[src/rtl/rs_syndrome_calc.sv]
// Streaming Reed-Solomon syndrome generator over GF(256): Horner accumulation of S_j = r(alpha^j).
// Optional saturating error-codeword counter is built when RS_SYND_ERRCNT_EN is defined.
module rs_syndrome_calc #(
  parameter int         N_SYM   = 32,
  parameter int         N_SYND  = 4,
  parameter logic [8:0] GF_POLY = 9'h11D
) (
  input  logic        clk,
  input  logic        rst_n,
  input  logic        flush,
  input  logic [7:0]  in_data,
  input  logic        in_valid,
  output logic        in_ready,
  output logic [7:0]  out_synd,
  output logic [3:0]  out_idx,
  output logic        out_last,
  output logic        out_nz,
  output logic        out_valid,
  input  logic        out_ready,
  output logic [15:0] err_cnt
);

  localparam int CW = $clog2(N_SYM);
  localparam int IW = (N_SYND > 1) ? $clog2(N_SYND) : 1;

  localparam logic [0:0] ST_ACC = 1'b0;
  localparam logic [0:0] ST_OUT = 1'b1;

  logic [0:0]    state_q, state_d;
  logic          live_q;
  logic [CW-1:0] cnt_q, cnt_d;
  logic [IW-1:0] idx_q, idx_d;
  logic [7:0]    acc_q [N_SYND];
  logic [7:0]    acc_d [N_SYND];
  logic          in_fire, out_fire, last_idx;

  // Multiply by alpha^p; with constant p each call elaborates to a fixed XOR network.
  function automatic logic [7:0] mul_alpha_pow(input logic [7:0] a, input int unsigned p);
    logic [7:0] r;
    r = a;
    for (int k = 0; k < 16; k++) begin
      if (k < p) r = {r[6:0], 1'b0} ^ (r[7] ? GF_POLY[7:0] : 8'h00);
    end
    return r;
  endfunction

  // Both ports use strict valid/ready: a beat moves on a rising edge where valid and ready
  // are both high; flush wins over either transfer in the same cycle.
  assign in_ready  = live_q && (state_q == ST_ACC);
  assign out_valid = (state_q == ST_OUT);
  assign in_fire   = in_valid && in_ready && !flush;
  assign out_fire  = out_valid && out_ready && !flush;
  assign last_idx  = (idx_q == IW'(N_SYND - 1));

  assign out_synd  = acc_q[idx_q];
  assign out_idx   = 4'(idx_q);
  assign out_last  = out_valid && last_idx;

  always_comb begin
    out_nz = 1'b0;
    for (int j = 0; j < N_SYND; j++) out_nz = out_nz | (|acc_q[j]);
    out_nz = out_nz && out_valid;
  end

  always_comb begin
    state_d = state_q;
    cnt_d   = cnt_q;
    idx_d   = idx_q;
    for (int j = 0; j < N_SYND; j++) acc_d[j] = acc_q[j];
    if (flush) begin
      state_d = ST_ACC;
      cnt_d   = '0;
      idx_d   = '0;
      for (int j = 0; j < N_SYND; j++) acc_d[j] = 8'h00;
    end else if (in_fire) begin
      for (int j = 0; j < N_SYND; j++) acc_d[j] = mul_alpha_pow(acc_q[j], j) ^ in_data;
      if (cnt_q == CW'(N_SYM - 1)) begin
        cnt_d   = '0;
        state_d = ST_OUT;
      end else begin
        cnt_d = cnt_q + 1'b1;
      end
    end else if (out_fire) begin
      if (last_idx) begin
        idx_d   = '0;
        state_d = ST_ACC;
        for (int j = 0; j < N_SYND; j++) acc_d[j] = 8'h00;
      end else begin
        idx_d = idx_q + 1'b1;
      end
    end
  end

  always_ff @(posedge clk or negedge rst_n) begin
    if (!rst_n) begin
      state_q <= ST_ACC;
      live_q  <= 1'b0;
      cnt_q   <= '0;
      idx_q   <= '0;
      for (int j = 0; j < N_SYND; j++) acc_q[j] <= 8'h00;
    end else begin
      state_q <= state_d;
      live_q  <= 1'b1;
      cnt_q   <= cnt_d;
      idx_q   <= idx_d;
      for (int j = 0; j < N_SYND; j++) acc_q[j] <= acc_d[j];
    end
  end

`ifdef RS_SYND_ERRCNT_EN
  logic [15:0] err_q;
  always_ff @(posedge clk or negedge rst_n) begin
    if (!rst_n) begin
      err_q <= 16'h0000;
    end else if (out_fire && last_idx && out_nz && (err_q != 16'hFFFF)) begin
      err_q <= err_q + 16'h0001;
    end
  end
  assign err_cnt = err_q;
`else
  assign err_cnt = 16'h0000;
`endif

endmodule

[config.mk]
export PLATFORM = sky130hd
export DESIGN_NAME = rs_syndrome_calc
export DESIGN_NICKNAME = d
export VERILOG_FILES = /design/src/rtl/rs_syndrome_calc.sv
export SDC_FILE = /design/constraint.sdc
export NUM_CORES = 1
export LEC_CHECK = 0
export CAP_MARGIN = 20
export CELL_PAD_IN_SITES_DETAIL_PLACEMENT = 0
export CELL_PAD_IN_SITES_GLOBAL_PLACEMENT = 1
export CORE_MARGIN = 2
export CORE_UTILIZATION = 45
export CTS_CLUSTER_SIZE = 24
export DETAILED_ROUTE_END_ITERATION = 12
export PLACE_DENSITY = 0.82
export SLEW_MARGIN = 20
export SYNTH_ARGS = -nofsm -noshare
export SYNTH_HDL_FRONTEND = slang
export SYNTH_SLANG_ARGS = --single-unit
export TNS_END_PERCENT = 100
[constraint.sdc]
create_clock -name clk -period 3.9 [get_ports clk]
set_clock_uncertainty 0.2 [all_clocks]
set_input_delay 1.17 -clock clk [delete_from_list [all_inputs] [get_ports clk]]
set_output_delay 1.17 -clock clk [all_outputs]
set_load 0.01 [all_outputs]
======== After elaboration in Yosys (flattened, before gate mapping) ========
Cells that the tools add are included.
storage, ports and cells
  flip-flop bits (word level) ............. 41
  output and inout port bits .............. 32
  word-level logic and storage cells ...... 86
operators by class
  add/subtract/negate cells ............... 2
  $lt $le $gt $ge ......................... 1
  equality and inequality tests ........... 4
  muxes and demuxes ....................... 37
  bitwise logic cells ..................... 15
  reduce and logical (&&, ||, !) cells .... 19
operator list
  kind                                                                     count
  32-bit 2-to-1 mux                                                        4
  8-bit 2-to-1 mux                                                         14
  8-bit by 5-bit XOR with 8-bit output                                     6
  5-bit 2-to-1 mux                                                         9
  8-bit OR reduction                                                       4
  8-bit XOR                                                                4
  8-bit binary-select mux with 2-bit select                                1
  2-bit 2-to-1 mux                                                         4
  1-bit logical AND                                                        7
  3-bit nonzero test                                                       2
  5-bit by 1-bit adder with 5-bit output, second input constant            1
  5-bit == test, second input constant                                     1
  1-bit 2-to-1 mux                                                         5
  2-bit AND reduction                                                      2
  2-bit nonzero test                                                       2
  3-bit >= comparator, second input constant                               1
  3-bit by 2-bit inequality test with 1-bit output, second input constant  1
  2-bit inverter with 3-bit output                                         1
  1-bit bitwise OR                                                         3
  3-bit AND reduction                                                      1
  2-bit by 1-bit adder with 2-bit output, second input constant            1
  2-bit == test, second input constant                                     1
  2-bit inequality test, second input constant                             1
  1-bit zero test                                                          1
  1-bit inverter                                                           1

======== Logic depth before layout (Yosys ltp) ========
  word-level depth ........................ 17
  mapped depth ............................ 6
  depth with buffers taken out ............ 6

======== Least setup slack after synthesis ========
No wires, ideal clock.
  path kind ............................... flip-flop to output port
  start point ............................. register idx_q[0]
  end point ............................... output out_synd[0]
  data arrival time ....................... 1.227 ns
  required time ........................... 2.530 ns
  setup slack ............................. 1.303 ns
  cell stages (with the launch flop) ...... 3
  cells stage by stage .................... dfrtp_1 buf_2 mux4_2
between the ends
  word-level cells in the longest chain between the ends .. 4
RTL lines
  item                                                    line  source
  start: declaration                                      32    logic [IW-1:0] idx_q, idx_d;
  start signal: assignment                                105   idx_q <= idx_d;
  2-bit inverter with 3-bit output (not written as such)  55    assign out_synd = acc_q[idx_q];
  8-bit binary-select mux with 2-bit select               55
  8-bit 2-to-1 mux (not written as such) (2 in series)    55
  end: declaration                                        14    output logic [7:0] out_synd,
No other way between the ends. The select of a mux whose other input is x is not followed.

======== Worst setup path in the final report ========
Ends and elaborated chain as after synthesis.

==> results by group <==
STA
  – RSZ-0062 raised after global routing: false
  – Total Neg Setup Slack: 0 ps
  – Final setup margin: 422 ps
  – Max Clock Freq: between 200 and 300 MHz
  – Final number of setup-violating endpoints: 0
  – Worst Tran Pin Value: between 900 and 1000 ps
  – Slew HR: a little under two fifths
  – Max-slew violations: 0
  – Crit path time final: ~3500 ps
  – Fin. Hold Viols: 0
  – Final Cycle Share: 89.2%

Drt
  – DR vias: 1824
  – Drt total wl: 5.53 mm
  – Vias per std cell: approximately 5.8
  – DRC: 0
  – Initial DRT Pass Iterations: 4
  – Drt first-iter violations: 118
  – Post-DRT Antenna Nets: 0
  – Wire per inst: between 15 and 20 µm

Placement
  – Placed cell count: between 300 and 400
  – # port buffers: 26
  – GPL Wtd Cong: between 0.7 and 0.8
  – Post-DP HPWL: 3.88 mm
  – Setup slack after placement: 735 ps

Global routing
  – Wire length of the first global-routing pass: 8.83 mm
  – Top Usage Layer GRT: met2
  – Vias in the first global route: roughly 1700
  – GRT met1 Usage: 24.8%
  – Met2 Usage GRT: 29.6%
  – Grt ovf: 0
  – GRT met3 Usage: roughly 2.9%
  – Antenna violations before repair: 0
  – Pin count of the biggest net entering global routing: 42
  – GRT Overall Usage: around 18%

Die
  – Rows: 27
  – Core area: about 5500 µm²
  – Die width: around 80 µm
  – Die H: between 70 and 80 µm
  – Starting Density: between 40% and 50%
  – IO Pins: between 40 and 50
  – Die area: between 6000 and 7000 µm²

Critical path
  – Worst Path Arrival: approximately 2100 ps
  – Peak fanout along the critical path: 12
  – Critical Path Stages: 2
  – WS Path Type: register to output pin
  – Worst r2r path cells: 4
  – FF-to-FF setup slack: between 1500 and 2000 ps
  – Crit. End Element: output pin
  – CP max-delay cell: dfrtp_1
  – CP Cell Sequence: mux4_2, clkdlybuf4s50_1
  – Worst path bufs/invs: 1
  – CP peak stage delay: about 740 ps
  – FF-to-FF End: acc_q[31]
  – Worst EP required: between 2000 and 3000 ps
  – Family with the most delay on the worst path: flip-flops
  – Worst R2R Start: idx_q[0]
  – Crit start category: register

Synthesis
  – Cell Area, Synth: between 2000 and 3000 µm²
  – Mapped Cells: between 200 and 250
  – Post-synthesis sequential area ratio: between 30% and 40%
  – Yosys reg bits: 41
  – Synth Warn #: 0
  – Synth Area per Inst: about 11 µm²
  – Count of cell types in the netlist: 38

Hold path
  – Hold Path Class: register to register
  – Worst hold stages: 2
  – HP Start: cnt_q[4]
  – Hold endpoint: cnt_q[4]

Final layout
  – Diode count: 0
  – Core Util, Final: 51.5%
  – Most common cell after layout, fill and taps aside: dfrtp_1
  – Nets: between 200 and 300
  – Share of layout cells above drive strength 1: under 10%
  – Syn-to-layout area delta: 10.3%
  – Layout Cells excl Fill: between 300 and 400
  – Most frequent cells in the layout: dfrtp_1 (41), clkdlybuf4s50_1 (25), a22o_1 (24)

Pwr
  – Power Total: between 0.9 and 1 mW
  – LEAKAGE: roughly 1.3 nW
  – Peak VDD IR: 0.180 mV
  – PD cells: ~330 nW/µm²

CTS
  – Clk slew on worst S/H paths: approximately 80 ps
  – Post-CTS Setup Inserts: 0
  – TritonCTS Buffers: 5
  – Hold_buf cts: 0
  – CTS max path bufs: 2
  – Skew-Pair Late Insertion Delay: ~290 ps
  – H-tree Lvls: 2
  – CTS tree: built
  – CTS resizes: 0
  – Clock Sinks: a little over 40
  – Root buf cell: clkbuf_8

Run
  – Max capacitance violation total: 0

Status
  – Status: finished, final reports clean
==> cell usage after synthesis (all sizes together) <==
| master | instances | area [µm²] |
|---|---|---|
| a21boi | 1 | 7.51 |
| a21oi | 4 | 20.0 |
| a221o | 1 | 10.0 |
| a22o | 24 | 210 |
| a31oi | 1 | 6.26 |
| and2 | 1 | 6.26 |
| and3 | 2 | 17.5 |
| and3b | 1 | 8.76 |
| buf | 35 | 245 |
| clkbuf | 2 | 7.51 |
| conb | 2 | 7.51 |
| dfrtp | 41 | 1030 |
| ha | 3 | 37.5 |
| inv | 1 | 3.75 |
| mux2i | 3 | 30.0 |
| mux4 | 8 | 180 |
| nand2 | 3 | 11.3 |
| nand3 | 10 | 55.1 |
| nand3b | 15 | 125 |
| nand4 | 9 | 56.3 |
| nor2 | 5 | 18.8 |
| nor2b | 2 | 12.5 |
| nor4 | 8 | 50.1 |
| nor4bb | 1 | 10.0 |
| o21a | 1 | 7.51 |
| o21ai | 2 | 10.0 |
| o22a | 1 | 8.76 |
| or3 | 1 | 6.26 |
| or4 | 1 | 7.51 |
| or4b | 1 | 10.0 |
| xnor2 | 20 | 175 |
| xnor3 | 1 | 22.5 |
| xor2 | 18 | 158 |
==> through the flow <==
stage / cell area [µm²] / hold WS (ps)
finish: 2830 / 335
global route: 2830 / 363
CTS: 2830 / 343
detailed placement: 2750 / 324
global placement: 2750 / 322
floorplan: 2630 / 296
==> state kept, by name, summed over array words and instances, names as in the netlist <==
register,flops
acc_q,32
out_valid,1
live_q,1
idx_q,2
cnt_q,5
==> cell families (layout without fill, tap and decap cells) <==
| kind of cell | count (synthesis) | after routing | share of synthesized area [%] |
|---|---|---|---|
| compound gates | 35 | 35 | 10.9 |
| xor+xnor | 39 | 39 | 13.8 |
| fa+ha+maj | 3 | 3 | 1.46 |
| buf+inv | 38 | 35 | 9.99 |
| flops | 41 | 41 | 39.9 |
| mux | 11 | 11 | 8.18 |
| other cells | 2 | 19 | 0.292 |
| simple gates | 60 | 60 | 15.4 |
==> where the power goes <==
group          switching [mW]  total (mW)  internal [mW]
Clock                   0.145       0.286          0.141
Sequential             0.0395       0.487          0.448
Combinational          0.0818       0.171         0.0893
Total                   0.266       0.944          0.678
==> worst max path at each step <==
stage             start     endpoint  slack, ps
6_report       idx_q[0]  out_synd[0]        420
5_1_grt        idx_q[0]  out_synd[0]        340
4_1_cts        idx_q[0]  out_synd[0]        410
3_5_place_dp   idx_q[0]  out_synd[0]        740
3_3_place_gp   idx_q[0]  out_synd[2]        760
2_1_floorplan  idx_q[0]  out_synd[0]       1300
==> worst register-to-register path, delay by kind of cell, from the launching register on <==
family,cells,cell delay (ps)
compound gates,1,370
simple gates,2,550
fa+ha+maj,1,320
flops,1,740
==> layout make-up <==
cell class                      instances  area, µm²
Sequential cell                        41       1030
Multi-Input combinational cell        167       1370
Timing Repair Buffer                   27        263
Clock buffer                            7       86.3
Fill cell                             482       2670
Inverter                                1       3.75
Tap cell                               72       90.1
==> metal layers <==
layer  routed length (µm)  up-vias
met5                    0        -
met4                  103        0
met3                  256       10
li1                     -      826
met2                 2670       61
met1                 2500      927
No activity file was read; power rests on OpenSTA's default activity.
